File: config.mk
export PLATFORM = sky130hd
export DESIGN_NAME = fft16_bitrev_loader
export DESIGN_NICKNAME = d
export VERILOG_FILES = /design/src/rtl/fft16_bitrev_loader.sv
export SDC_FILE = /design/constraint.sdc
export NUM_CORES = 1
export LEC_CHECK = 0
export BUFFER_PORTS_ARGS = -buffer_cell sky130_fd_sc_hd__buf_2
export CORE_ASPECT_RATIO = 0.5
export CORE_MARGIN = 2
export CORE_UTILIZATION = 40
export DETAILED_ROUTE_END_ITERATION = 10
export PLACE_DENSITY_LB_ADDON = 0.15
export SLEW_MARGIN = 20
export SYNTH_ARGS = -nofsm -noshare
export SYNTH_HDL_FRONTEND = slang
export SYNTH_SLANG_ARGS = --single-unit
export TNS_END_PERCENT = 1
File: constraint.sdc
create_clock -name i_clk -period 5.2 [get_ports i_clk]
set_input_delay 0.26 -clock i_clk [delete_from_list [all_inputs] [get_ports i_clk]]
set_output_delay 0.26 -clock i_clk [all_outputs]
set_load 0.01 [all_outputs]
File: src/rtl/fft16_bitrev_loader.sv
// fft16_bitrev_loader
//    Collects a 16-sample complex frame in arrival order, stores each sample at
//    its bit-reversed address, then presents the buffer as 8 consecutive pairs
//    (buffer[2p], buffer[2p+1]) for the first radix-2 butterfly stage.
//
//    Build option: define FFT_LOADER_SCALE_EN to store every re/im value
//    arithmetic-shifted right by 4 (guard headroom for 4 butterfly stages).
//    Without it, stored values equal input values bit-exactly.
//
// Parameters
//    N           data word width (two's complement)
//    Q           fractional bits; carried through only, no effect on data
// Ports
//    i_clk       clock, rising edge
//    i_rst       synchronous active-high reset
//    i_valid     upstream sample present
//    i_re, i_im  upstream sample
//    o_ready     loader accepts a sample this cycle (FILL)
//    o_valid     butterfly input pair presented (DRAIN)
//    i_ready     downstream consumes the presented pair
//    o_in0_*     buffer[2p]
//    o_in1_*     buffer[2p+1]
//    o_pair_idx  pair index p (0..7)
//    o_last      high while pair 7 is presented
module fft16_bitrev_loader #(
   parameter int N = 16,
   parameter int Q = 8
) (
   input  logic         i_clk,
   input  logic         i_rst,
   input  logic         i_valid,
   input  logic [N-1:0] i_re,
   input  logic [N-1:0] i_im,
   output logic         o_ready,
   output logic         o_valid,
   input  logic         i_ready,
   output logic [N-1:0] o_in0_re,
   output logic [N-1:0] o_in0_im,
   output logic [N-1:0] o_in1_re,
   output logic [N-1:0] o_in1_im,
   output logic [2:0]   o_pair_idx,
   output logic         o_last
);

`ifdef FFT_LOADER_SCALE_EN
   localparam int unsigned SHIFT = 4;
`else
   localparam int unsigned SHIFT = 0;
`endif

   // Q only describes the number format; reject a nonsensical setting.
   if (Q < 0 || Q >= N) begin : g_q_range
      $error("fft16_bitrev_loader: Q must lie in 0..N-1");
   end

   typedef enum logic {
      FILL  = 1'b0,
      DRAIN = 1'b1
   } state_t;

   state_t      state, state_nx;
   logic [3:0]  cnt, cnt_nx;
   logic [2:0]  pair, pair_nx;
   logic        accept;
   logic        show;
   logic [3:0]  wr_addr;
   logic [N-1:0] wr_re, wr_im;

   logic [N-1:0] mem_re [16];
   logic [N-1:0] mem_im [16];

   always_ff @(posedge i_clk) begin
      if (i_rst) begin
         state <= FILL;
         cnt   <= '0;
         pair  <= '0;
      end else begin
         state <= state_nx;
         cnt   <= cnt_nx;
         pair  <= pair_nx;
      end
   end

   always_comb begin
      state_nx = state;
      cnt_nx   = cnt;
      pair_nx  = pair;
      o_ready  = 1'b0;
      o_valid  = 1'b0;
      accept   = 1'b0;
      case (state)
         FILL: begin
            o_ready = 1'b1;
            if (i_valid) begin
               accept = 1'b1;
               cnt_nx = cnt + 4'd1;
               if (cnt == 4'd15) state_nx = DRAIN;
            end
         end
         DRAIN: begin
            o_valid = !i_rst;
            if (i_ready) begin
               pair_nx = pair + 3'd1;
               if (pair == 3'd7) state_nx = FILL;
            end
         end
      endcase
   end

   // Outputs are forced to zero outside DRAIN and during reset, so buffer
   // contents from a discarded frame can never leak out.
   assign show    = (state == DRAIN) && !i_rst;
   assign wr_addr = {cnt[0], cnt[1], cnt[2], cnt[3]};
   assign wr_re   = $signed(i_re) >>> SHIFT;
   assign wr_im   = $signed(i_im) >>> SHIFT;

   always_ff @(posedge i_clk) begin
      if (accept && !i_rst) begin
         mem_re[wr_addr] <= wr_re;
         mem_im[wr_addr] <= wr_im;
      end
   end

   assign o_in0_re   = show ? mem_re[{pair, 1'b0}] : '0;
   assign o_in0_im   = show ? mem_im[{pair, 1'b0}] : '0;
   assign o_in1_re   = show ? mem_re[{pair, 1'b1}] : '0;
   assign o_in1_im   = show ? mem_im[{pair, 1'b1}] : '0;
   assign o_pair_idx = show ? pair : '0;
   assign o_last     = show && (pair == 3'd7);

endmodule

==> metrics.md, run 1 <==
| Metric | Value |
|---|---|
| Outcome | `completed` |
| Initial DRT Pass Iterations | `4` |
| Detail-routed net length per standard cell | `around 22 um` |
| Vias | `9997` |
| Yosys reg bits | `523` |
| F_max | `roughly 0.3 GHz` |
| Biggest fanout along the worst timing path | `76` |
| Slowest stage cell, crit path | `sky130_fd_sc_hd__dfxtp_4` |
| Final ANT Viol Nets | `0` |
| Cell-by-cell trace of the critical path | `buf_12 -> mux2i_1 -> o22ai_1 -> or2_1 -> buf_2` |
| Clock sinks | `523` |
| Largest delay share family, worst path | `flip-flops` |
| Synth Area in Adders | `0.435%` |
| Final max-slew violation count | `0` |
| Synth top area cells | `sky130_fd_sc_hd__edfxtp_1, sky130_fd_sc_hd__mux2i_1, sky130_fd_sc_hd__o22ai_1, sky130_fd_sc_hd__or2_1, sky130_fd_sc_hd__buf_2` |
| Crit path setup slack, layout | `around 1.9 ns` |
| Placement Setup Slack | `2.33 ns` |
| Share of the clock period used by the worst path after layout | `63.8%` |
| Most used cells in the layout excluding fill and tap cells | `sky130_fd_sc_hd__edfxtp_1, sky130_fd_sc_hd__mux2i_1, sky130_fd_sc_hd__o22ai_1` |
| Total count of hold-check failures in the final report | `0` |
| Clock skew | `0.00940 ns` |
| Drt first-iter violations | `588` |
| Capturing element type of the critical path | `output pin` |
| Slew at the pin with the worst max-slew slack | `1.12 ns` |
| Power density over the cells | `354 mW/mm2` |
| Net count after synthesis | `1144` |
| CTS buffer count | `between 40 and 50` |
| Worst ir drop on vdd | `210 uV` |
| Fraction of final layout cells sized beyond drive strength 1 | `16.9%` |
| Die ar. | `0.0522 mm2` |
| Relative area change from synthesis to final layout | `14.2%` |
| Most common cell after layout, fill and taps aside | `sky130_fd_sc_hd__edfxtp_1` |
| Post-layout minimum cycle time | `3.32 ns` |
| Clock latency at the later pin of the worst-skew pair | `0.56 ns` |
| Launch instance of the worst register-to-register path | `state` |
| Std cell rows | `58` |
| Endpoint of the worst register-to-register path | `mem_im[8][3]` |
| Yosys top cell area share | `76.4%` |
| Final routed DRC violation total | `0` |
| Library cell with the largest summed area after synthesis | `sky130_fd_sc_hd__edfxtp_1` |
| DIE HEIGHT | `163 um` |
| Horizontal die dimension | `321 um` |
| Hold path startpoint | `i_ready` |
| Async S/R FF share, synth | `0%` |
| Critical path required time | `4.94 ns` |
| Layout filler cell count | `approximately 4300` |
| Synth Area in XOR/XNOR | `0.131%` |
| Sequential cell area in the final layout | `0.0156 mm2` |
| Global-route usage over all layers | `16.2%` |
| Startpoint type of the worst setup path | `register` |
| Clk slew on worst S/H paths | `0.06 ns` |
| Accumulated negative setup slack | `0 ns` |
| Number of max-cap violations | `0` |
| Post-synthesis mux area share | `12.8%` |
| Via density per instance | `5.21` |
| Hold-critical path depth | `3` |
| RePlAce Congestion | `between 0.7 and 0.8` |
| Fraction of the mapped netlist area in compound gates | `4.05%` |
| Critical path data arrival time | `3.06 ns` |
| Clock H-tree levels | `2` |
| Worst setup slack for register-to-register paths | `2.34 ns` |
| Number of distinct library cells after synthesis | `32` |
| Sum of routed wire length over all layers | `roughly 42000 um` |
| Flip-flop cell with the highest count after synthesis | `sky130_fd_sc_hd__edfxtp_1` |
| Largest net degree at the start of global routing | `a little under 80` |
| Mean Syn Cell Area | `18.3 um2` |
| Initial core utilization | `40.3%` |
| Global-route wire length before repair | `around 63000 um` |
| Final-report setup violation count | `0` |
| WP depth | `5` |
| Peak per-stage delay on the critical path | `0.92 ns` |
| Number of global-route vias before repair | `10300` |
| Placeable core region | `0.0499 mm2` |
| Count of flip-flops with a built-in enable after synthesis | `512` |
| Number of diodes added for antenna fixing | `0` |
| Worst slew slack as a fraction of its limit | `~25%` |
| Portion of the post-synthesis area used by sequential elements | `77.5%` |
| R2r worst-path depth | `4` |
| Gate count after technology mapping | `1101` |
| GRT overflow | `0` |
| Count of buffers added by post-CTS timing repair for setup | `0` |
| Netlist Area Pre-Place | `between 0.02 and 0.025 mm2` |
| Main combinational cell family by area after synthesis | `multiplexers` |
| Cell at the root of the clock tree | `sky130_fd_sc_hd__clkbuf_16` |
| Worst hold-check path type | `input pin to register` |
| Clock tree from TritonCTS | `done` |
| Area of combinational cells with multiple inputs | `about 0.0043 mm2` |
| Top Ports | `106` |
| Static power due to leakage | `a little over 7 nW` |
| Synth Area in Simple Gates | `3.28%` |
| Yosys Warn Count | `0` |
| Number of antenna violations at the first check in global routing | `0` |
| Share of the core filled with cells | `46.0%` |
| Number of hold buffers added after CTS | `0` |
| Number of buffers and inverters on the critical path | `2` |
| Type of the worst setup path | `register to output pin` |
| Final HPWL DP | `22200 um` |
| Quantity of I/O buffers inserted on ports | `between 100 and 150` |
| Number of buffers between clock root and the deepest sink | `3` |
| PostCTS Resize Cnt | `0` |
| Unrepaired setup endpoints after global routing | `no` |
| NumNets Final | `around 1300` |
[cell families after synthesis]
| kind of cell | after synthesis |
|---|---|
| flops | 523 |
| compound gates | 131 |
| mux | 258 |
| buf+inv | 64 |
| simple gates | 115 |
| xor+xnor | 3 |
| fa+ha+maj | 7 |
[report_power, final]
group | total [mW] | switching (mW) | internal [mW]
logic | 0.116 | 0.0922 | 0.0238
registers | 4.66 | 0.00827 | 4.66
clock network | 3.35 | 1.48 | 1.88
total | 8.13 | 1.58 | 6.56
[worst max path at each step]
| stage | startpoint | end | slack (ns) |
|---|---|---|---|
| after floorplan | state | mem_im[8][0] | 1.53 |
| after global placement | state | mem_im[8][5] | 2.45 |
| after detailed placement | state | mem_im[8][6] | 2.33 |
| after CTS | register | o_in0_im[5] | 1.85 |
| after global routing | register | o_in0_im[15] | 1.73 |
| final | register | o_in0_im[5] | 1.88 |
[stage by stage]
| step | power, mW | cell area [um2] | hold slack [ns] | std cells |
|---|---|---|---|---|
| 4_1_cts | 8.21 | 23000 | 0.0150 | 1917 |
| 2_1_floorplan | 4.79 | 20100 | 0.359 | 1101 |
| 3_3_place_gp | 4.87 | 21500 | 0.485 | 1827 |
| 3_5_place_dp | 4.87 | 21500 | 0.508 | 1827 |
| 6_report | 8.13 | 23000 | 0.0329 | 1917 |
| 5_1_grt | 8.39 | 23000 | 0.0446 | 1917 |
[final cells by class]
type | instances | share of cell area (%)
inverters | 3 | 0.0490
well taps | 660 | 3.59
flip-flops and latches | 523 | 67.9
clock buffers | 58 | 5.67
repair buffers | 127 | 3.22
clock inverters | 32 | 0.822
multi-input cells | 514 | 18.8
[worst register-to-register path, cell delays in order (launching register included)]
cell and delay, ns:
sky130_fd_sc_hd__dfxtp_1 0.45, sky130_fd_sc_hd__nor3b_1 0.51, sky130_fd_sc_hd__nand2_1 0.35, sky130_fd_sc_hd__nor3_2 0.65, sky130_fd_sc_hd__buf_4 0.53
[synth_stat cells (2+ instances only)]
library cell                number
sky130_fd_sc_hd__nor2b_1         3
sky130_fd_sc_hd__buf_6           7
sky130_fd_sc_hd__edfxtp_1      512
sky130_fd_sc_hd__and2_1          4
sky130_fd_sc_hd__buf_2          44
sky130_fd_sc_hd__nand2_1        10
sky130_fd_sc_hd__nand3_1         2
sky130_fd_sc_hd__o22ai_1       128
sky130_fd_sc_hd__xor2_1          2
sky130_fd_sc_hd__dfxtp_1        11
sky130_fd_sc_hd__a21oi_1         2
sky130_fd_sc_hd__nand4bb_1       2
sky130_fd_sc_hd__clkbuf_1        8
sky130_fd_sc_hd__nor2_1         19
sky130_fd_sc_hd__nand2b_1        2
sky130_fd_sc_hd__nor3_1          3
sky130_fd_sc_hd__or2_2           4
sky130_fd_sc_hd__mux2i_1       257
sky130_fd_sc_hd__ha_1            7
sky130_fd_sc_hd__or2_1          60
sky130_fd_sc_hd__inv_1           3
[layer usage]
| layer | track usage [%] | wire length [um] |
|---|---|---|
| met1 | 22.0 | 19800 |
| met2 | 27.7 | 20700 |
| met3 | 2.49 | 1230 |
| met4 | 3.44 | 679 |
| met5 | 0 | 0 |
[flip-flops by register name, summed over array words and instances, names as in the netlist, named ones only]
register	count
cnt	4
mem_im	256
mem_re	256
pair	3
state	1
(Power assumes the default switching activity.)
==> run 2, diff against run 1 <==
==> constraint.sdc (replaced) <==
create_clock -name i_clk -period 3.3 [get_ports i_clk]
set_input_delay 0.165 -clock i_clk [delete_from_list [all_inputs] [get_ports i_clk]]
set_output_delay 0.165 -clock i_clk [all_outputs]
set_load 0.01 [all_outputs]
==> run 2 against run 1 <==
- first-iteration DRC count up 30%
- highest routed layer unchanged
- die area unchanged
- largest cell class unchanged
- critical endpoint is now o_in0_im[14]
- final cell count up 2.2%
==> metrics.md, run 2 (synthesis results as in run 1) <==
| Metric | Value |
|---|---|
| Clk slew on worst S/H paths | `~0.06 ns` |
| Count of buffers added by post-CTS timing repair for setup | `0` |
| Cell-by-cell trace of the critical path | `nand4bb_4 -> buf_4 -> o22ai_1 -> or2_1 -> buf_2` |
| Total count of hold-check failures in the final report | `0` |
| Share of the clock period used by the worst path after layout | `93.7%` |
| Number of antenna violations at the first check in global routing | `0` |
| NumNets Final | `1306` |
| Most common cell after layout, fill and taps aside | `sky130_fd_sc_hd__edfxtp_1` |
| Vias | `10100` |
| Number of diodes added for antenna fixing | `0` |
| Top Ports | `106` |
| Via density per instance | `5.17` |
| Largest registers | `mem_im (256), mem_re (256), cnt (4)` |
| Unrepaired setup endpoints after global routing | `no` |
| F_max | `0.323 GHz` |
| Sequential cell area in the final layout | `0.0156 mm2` |
| Clock tree from TritonCTS | `done` |
| Sum of routed wire length over all layers | `43700 um` |
| PostCTS Resize Cnt | `0` |
| Clock skew | `0.0271 ns` |
| Biggest fanout along the worst timing path | `35` |
| Final ANT Viol Nets | `0` |
| Initial core utilization | `between 40% and 50%` |
| Critical path data arrival time | `2.93 ns` |
| Worst slew slack as a fraction of its limit | `between 30 and 40%` |
| Final HPWL DP | `24500 um` |
| Outcome | `completed` |
| Clock H-tree levels | `2` |
| Peak per-stage delay on the critical path | `between 0.7 and 0.8 ns` |
| Final max-slew violation count | `0` |
| Post-layout minimum cycle time | `around 3.1 ns` |
| RePlAce Congestion | `approximately 0.7` |
| Area of combinational cells with multiple inputs | `approximately 0.0043 mm2` |
| Slew at the pin with the worst max-slew slack | `1.01 ns` |
| Layout filler cell count | `4235` |
| Fraction of final layout cells sized beyond drive strength 1 | `17.2%` |
| CTS buffer count | `48` |
| Overall power | `12.8 mW` |
| Global-route wire length before repair | `approximately 66000 um` |
| GRT overflow | `0` |
| Cell at the root of the clock tree | `sky130_fd_sc_hd__clkbuf_16` |
| Horizontal die dimension | `approximately 320 um` |
| Critical path required time | `3.13 ns` |
| Most used cells in the layout excluding fill and tap cells | `sky130_fd_sc_hd__edfxtp_1, sky130_fd_sc_hd__mux2i_1, sky130_fd_sc_hd__o22ai_1` |
| Final routed DRC violation total | `0` |
| Capturing element type of the critical path | `output pin` |
| Finished layout cell area | `approximately 0.023 mm2` |
| Static power due to leakage | `7.41 nW` |
| Die ar. | `around 0.052 mm2` |
| Slowest stage cell, crit path | `sky130_fd_sc_hd__nand4bb_4` |
| Worst ir drop on vdd | `374 uV` |
| Clock sinks | `523` |
| Global-route usage over all layers | `between 15 and 20%` |
| Std cell rows | `58` |
| Number of buffers between clock root and the deepest sink | `3` |
| Relative area change from synthesis to final layout | `16.6%` |
| Final-report setup violation count | `0` |
| Detail-routed net length per standard cell | `22.3 um` |
| DIE HEIGHT | `163 um` |
| Initial DRT Pass Iterations | `5` |
| Drt first-iter violations | `762` |
| Placement Setup Slack | `0.747 ns` |
| Worst hold-check path type | `input pin to register` |
| Type of the worst setup path | `register to output pin` |
| Largest net degree at the start of global routing | `65` |
| Clock latency at the later pin of the worst-skew pair | `0.57 ns` |
| Quantity of I/O buffers inserted on ports | `approximately 110` |
| Number of hold buffers added after CTS | `34` |
| Placeable core region | `~0.05 mm2` |
| Power density over the cells | `~540 mW/mm2` |
| Startpoint type of the worst setup path | `register` |
| Number of max-cap violations | `0` |
| Crit path setup slack, layout | `a little over 0.2 ns` |
| Number of global-route vias before repair | `10600` |
| Total cell area at the placement stage | `0.0217 mm2` |
## run 2: cell types whose count changed in the layout (fill, tap and decap cells not counted), moves of 3 or more
cell / change
sky130_fd_sc_hd__buf_4: +5
sky130_fd_sc_hd__dlygate4sd3_1: +34
sky130_fd_sc_hd__clkbuf_16: -3
sky130_fd_sc_hd__clkinv_1: -14
sky130_fd_sc_hd__buf_12: +7
sky130_fd_sc_hd__clkbuf_1: +10
## run 2: final timing paths
kind | startpoint | endpoint | slack [ns] | cells past startpoint
max | state | o_in0_im[14] | 0.21 | 5
min | i_re[10] | mem_re[15][10] | 0.03 | 1
max reg2reg | state | mem_im[13][2] | 0.77 | 4
min reg2reg | pair[2] | register | 0.51 | 2
## run 2: where the power goes
group / total [mW] / internal, mW / switching (mW)
Sequential: 7.35 / 7.34 / 0.0135
Clock: 5.22 / 2.92 / 2.30
Combinational: 0.224 / 0.0659 / 0.158
## run 2: area by class of cell
cell class,instances,area share (%)
flip-flops and latches,523,66.5
clock buffers,65,5.39
clock inverters,21,0.794
inverters,3,0.0480
repair buffers,173,5.36
well taps,660,3.52
multi-input cells,514,18.4
## run 2: layer usage
metal	global-route usage [%]	share of wire, %	vias up
met1	23.7	47	5218
met5	0	0	-
met4	3.48	1.4	0
li1	-	-	4691
met3	2.55	3.6	47
met2	28.2	48	180
## run 2: worst max-delay path: cells and delay by family, from the launching register on
family	cells	cell delay (ns)
AO/OA/AOI/OAI	1	0.18
AND/OR/NAND/NOR	2	0.86
buffers and inverters	2	0.68
flip-flops	1	0.61
## run 2: stage by stage
step	TNS (ns)	instances	utilization [%]	hold slack (ns)
4_1_cts	0	1959	47.0	0.00377
5_1_grt	0	1959	47.0	0.0120
3_3_place_gp	0	1839	43.4	0.486
2_1_floorplan	-23.77	1101	-	0.264
3_5_place_dp	0	1839	43.4	0.486
6_report	0	1959	47.0	0.0298
==> run 3, diff against run 2 <==
==> constraint.sdc (replaced) <==
create_clock -name i_clk -period 3.3 [get_ports i_clk]
set_input_delay 0.66 -clock i_clk [delete_from_list [all_inputs] [get_ports i_clk]]
set_output_delay 0.66 -clock i_clk [all_outputs]
set_load 0.01 [all_outputs]
==> run 3 against run 2 <==
- power grew 1.4%
- sequential share of layout area shrank 0.18 points
- critical path depth grew 1
- via count grew 0.55%
- count of clock-buffer cells in the layout shrank 11
- wire length grew 0.96%
- largest power group unchanged
==> metrics.md, run 3 (synthesis results as in run 1) <==
| Metric | Value |
|---|---|
| Outcome | `completed` |
| Critical path data arrival time | `2.51 ns` |
| Global-route wire length before repair | `65800 um` |
| GRT overflow | `0` |
| Post-Layout Cell Count | `1942` |
| Layout filler cell count | `4203` |
| Number of antenna violations at the first check in global routing | `0` |
| Net switching fraction of the power | `19.2%` |
| Net Sw Power | `2.49 mW` |
| Top Ports | `around 110` |
| Number of buffers between clock root and the deepest sink | `3` |
| Drt first-iter violations | `678` |
| Final routed DRC violation total | `0` |
| Initial core utilization | `40.3%` |
| Relative area change from synthesis to final layout | `17.0%` |
| Via density per instance | `5.25` |
| Type of the worst setup path | `register to output pin` |
| Global-route usage over all layers | `17.0%` |
| Accumulated negative setup slack | `0 ns` |
| Area of combinational cells with multiple inputs | `approximately 0.0043 mm2` |
| Largest net degree at the start of global routing | `65` |
| Slew at the pin with the worst max-slew slack | `approximately 0.5 ns` |
| Worst slew slack as a fraction of its limit | `approximately two thirds` |
| Total instance count after detailed placement | `1851` |
| Placeable core region | `approximately 0.05 mm2` |
| Final max-slew violation count | `0` |
| Die ar. | `0.0522 mm2` |
| Clk pwr share | `41.8%` |
| Most common cell after layout, fill and taps aside | `sky130_fd_sc_hd__edfxtp_1` |
| Cell at the root of the clock tree | `sky130_fd_sc_hd__clkbuf_16` |
| Number of diodes added for antenna fixing | `0` |
| Critical path required time | `2.64 ns` |
| Biggest fanout along the worst timing path | `26` |
| Vias | `10200` |
| Total cell area at the placement stage | `0.0220 mm2` |
| Startpoint type of the worst setup path | `register` |
| Share of the clock period used by the worst path after layout | `96.0%` |
| Quantity of I/O buffers inserted on ports | `105` |
| Logic pwr share | `1.5%` |
| Initial DRT Pass Iterations | `7` |
| Capturing element type of the critical path | `output pin` |
| Std cell rows | `between 50 and 60` |
| Number of global-route vias before repair | `10500` |
| Final HPWL DP | `24500 um` |
| Post-layout minimum cycle time | `3.17 ns` |
| CTS buffer count | `48` |
| Sum of routed wire length over all layers | `44100 um` |
| Worst ir drop on vdd | `403 uV` |
| Power Internal | `between 10 and 15 mW` |
| RePlAce Congestion | `0.740` |
| Most Frequent Cell on Critical Path | `sky130_fd_sc_hd__buf_12` |
| Most used cells in the layout excluding fill and tap cells | `sky130_fd_sc_hd__edfxtp_1, sky130_fd_sc_hd__mux2i_1, sky130_fd_sc_hd__o22ai_1` |
| Power share of the sequential group | `56.7%` |
| Largest registers | `mem_im (256), mem_re (256), cnt (4)` |
| Number of hold buffers added after CTS | `0` |
| Crit path setup slack, layout | `0.133 ns` |
| Slowest stage cell, crit path | `sky130_fd_sc_hd__dfxtp_4` |
| Worst hold-check path type | `input pin to register` |
| Final ANT Viol Nets | `0` |
| Horizontal die dimension | `321 um` |
| Total count of hold-check failures in the final report | `0` |
| Unrepaired setup endpoints after global routing | `no` |
| Largest delay share family, worst path | `buffers and inverters` |
| Clock skew | `0.0128 ns` |
| Number of buffers and inverters on the critical path | `3` |
| Clock tree from TritonCTS | `done` |
| DIE HEIGHT | `roughly 160 um` |
| Static power due to leakage | `between 7 and 8 nW` |
| Clock H-tree levels | `2` |
| Peak per-stage delay on the critical path | `0.61 ns` |
| Final-report setup violation count | `0` |
| Cell-by-cell trace of the critical path | `buf_12 -> buf_12 -> mux2i_1 -> o22ai_1 -> or2_1 -> buf_2` |
| Clk slew on worst S/H paths | `approximately 0.06 ns` |
| Clock sinks | `523` |
| NumNets Final | `between 1000 and 1500` |
| Clock latency at the later pin of the worst-skew pair | `0.57 ns` |
| Power density over the cells | `551 mW/mm2` |
| F_max | `0.316 GHz` |
| Number of max-cap violations | `0` |
| Detail-routed net length per standard cell | `approximately 23 um` |
| Fraction of final layout cells sized beyond drive strength 1 | `19.5%` |
| Finished layout cell area | `0.0235 mm2` |
| Placement Setup Slack | `0.333 ns` |
| Sequential cell area in the final layout | `between 0.015 and 0.02 mm2` |
run 3: cell types whose count changed in the layout (fill, tap and decap cells not counted), sizes merged:
cell,previous run,this run
inv,4,5
buf,139,156
clkbuf,65,54
clkinv,16,23
clkinvlp,1,2
bufinv,3,5
dlygate4sd3,34,0
run 3: worst reg2reg max path, cell delays in order, from the launching register on:
cell	delay, ns
sky130_fd_sc_hd__dfxtp_2	0.40
sky130_fd_sc_hd__nor3b_1	0.48
sky130_fd_sc_hd__nand2_1	0.36
sky130_fd_sc_hd__nor3_4	0.23
sky130_fd_sc_hd__buf_4	0.43
run 3: layout make-up:
type | instances | area share, %
multi-input combinational | 514 | 18.4
clock inverter | 32 | 1.19
timing repair buffer | 156 | 5.30
tap | 660 | 3.51
inverter | 3 | 0.0478
sequential | 523 | 66.3
clock buffer | 54 | 5.29
run 3: final timing paths:
| path | start | to | slack, ns | cells past startpoint |
|---|---|---|---|---|
| worst max register to register | state | mem_re[8][8] | 1.01 | 4 |
| worst max-delay path | register | o_in1_re[0] | 0.13 | 6 |
| worst min register to register | pair[2] | register | 0.51 | 2 |
| worst min-delay path | i_ready | register | 0.42 | 3 |
run 3: per-stage QoR:
stage               hold slack (ns)  utilization (%)  total power, mW
floorplan                     0.463                -             7.54
global placement              0.485             44.0             7.67
detailed placement            0.496             44.0             7.68
CTS                           0.395             47.1             13.1
global route                  0.426             47.1             13.4
finish                        0.422             47.1             13.0
run 3: what timing repair did:
action                                  CTS  global route
resized for setup                         0             2
buffers inserted                          0             5
endpoints found under the setup margin    0             9
run 3: routing by layer:
| layer | GRT usage (%) | share of wire (%) | vias up |
|---|---|---|---|
| met3 | 2.69 | 3.5 | 62 |
| li1 | - | - | 4663 |
| met4 | 4.12 | 1.8 | 0 |
| met2 | 28.2 | 48 | 167 |
| met5 | 0 | 0 | - |
| met1 | 23.7 | 47 | 5300 |
run 3: power by group through the flow:
stage	Sequential, mW	Clock, mW	Combinational [mW]
after global placement	7.49	0	0.183
after floorplan	7.49	0	0.0487
after detailed placement	7.49	0	0.193
final	7.35	5.42	0.190
after CTS	7.35	5.54	0.194
after global routing	7.35	5.82	0.212
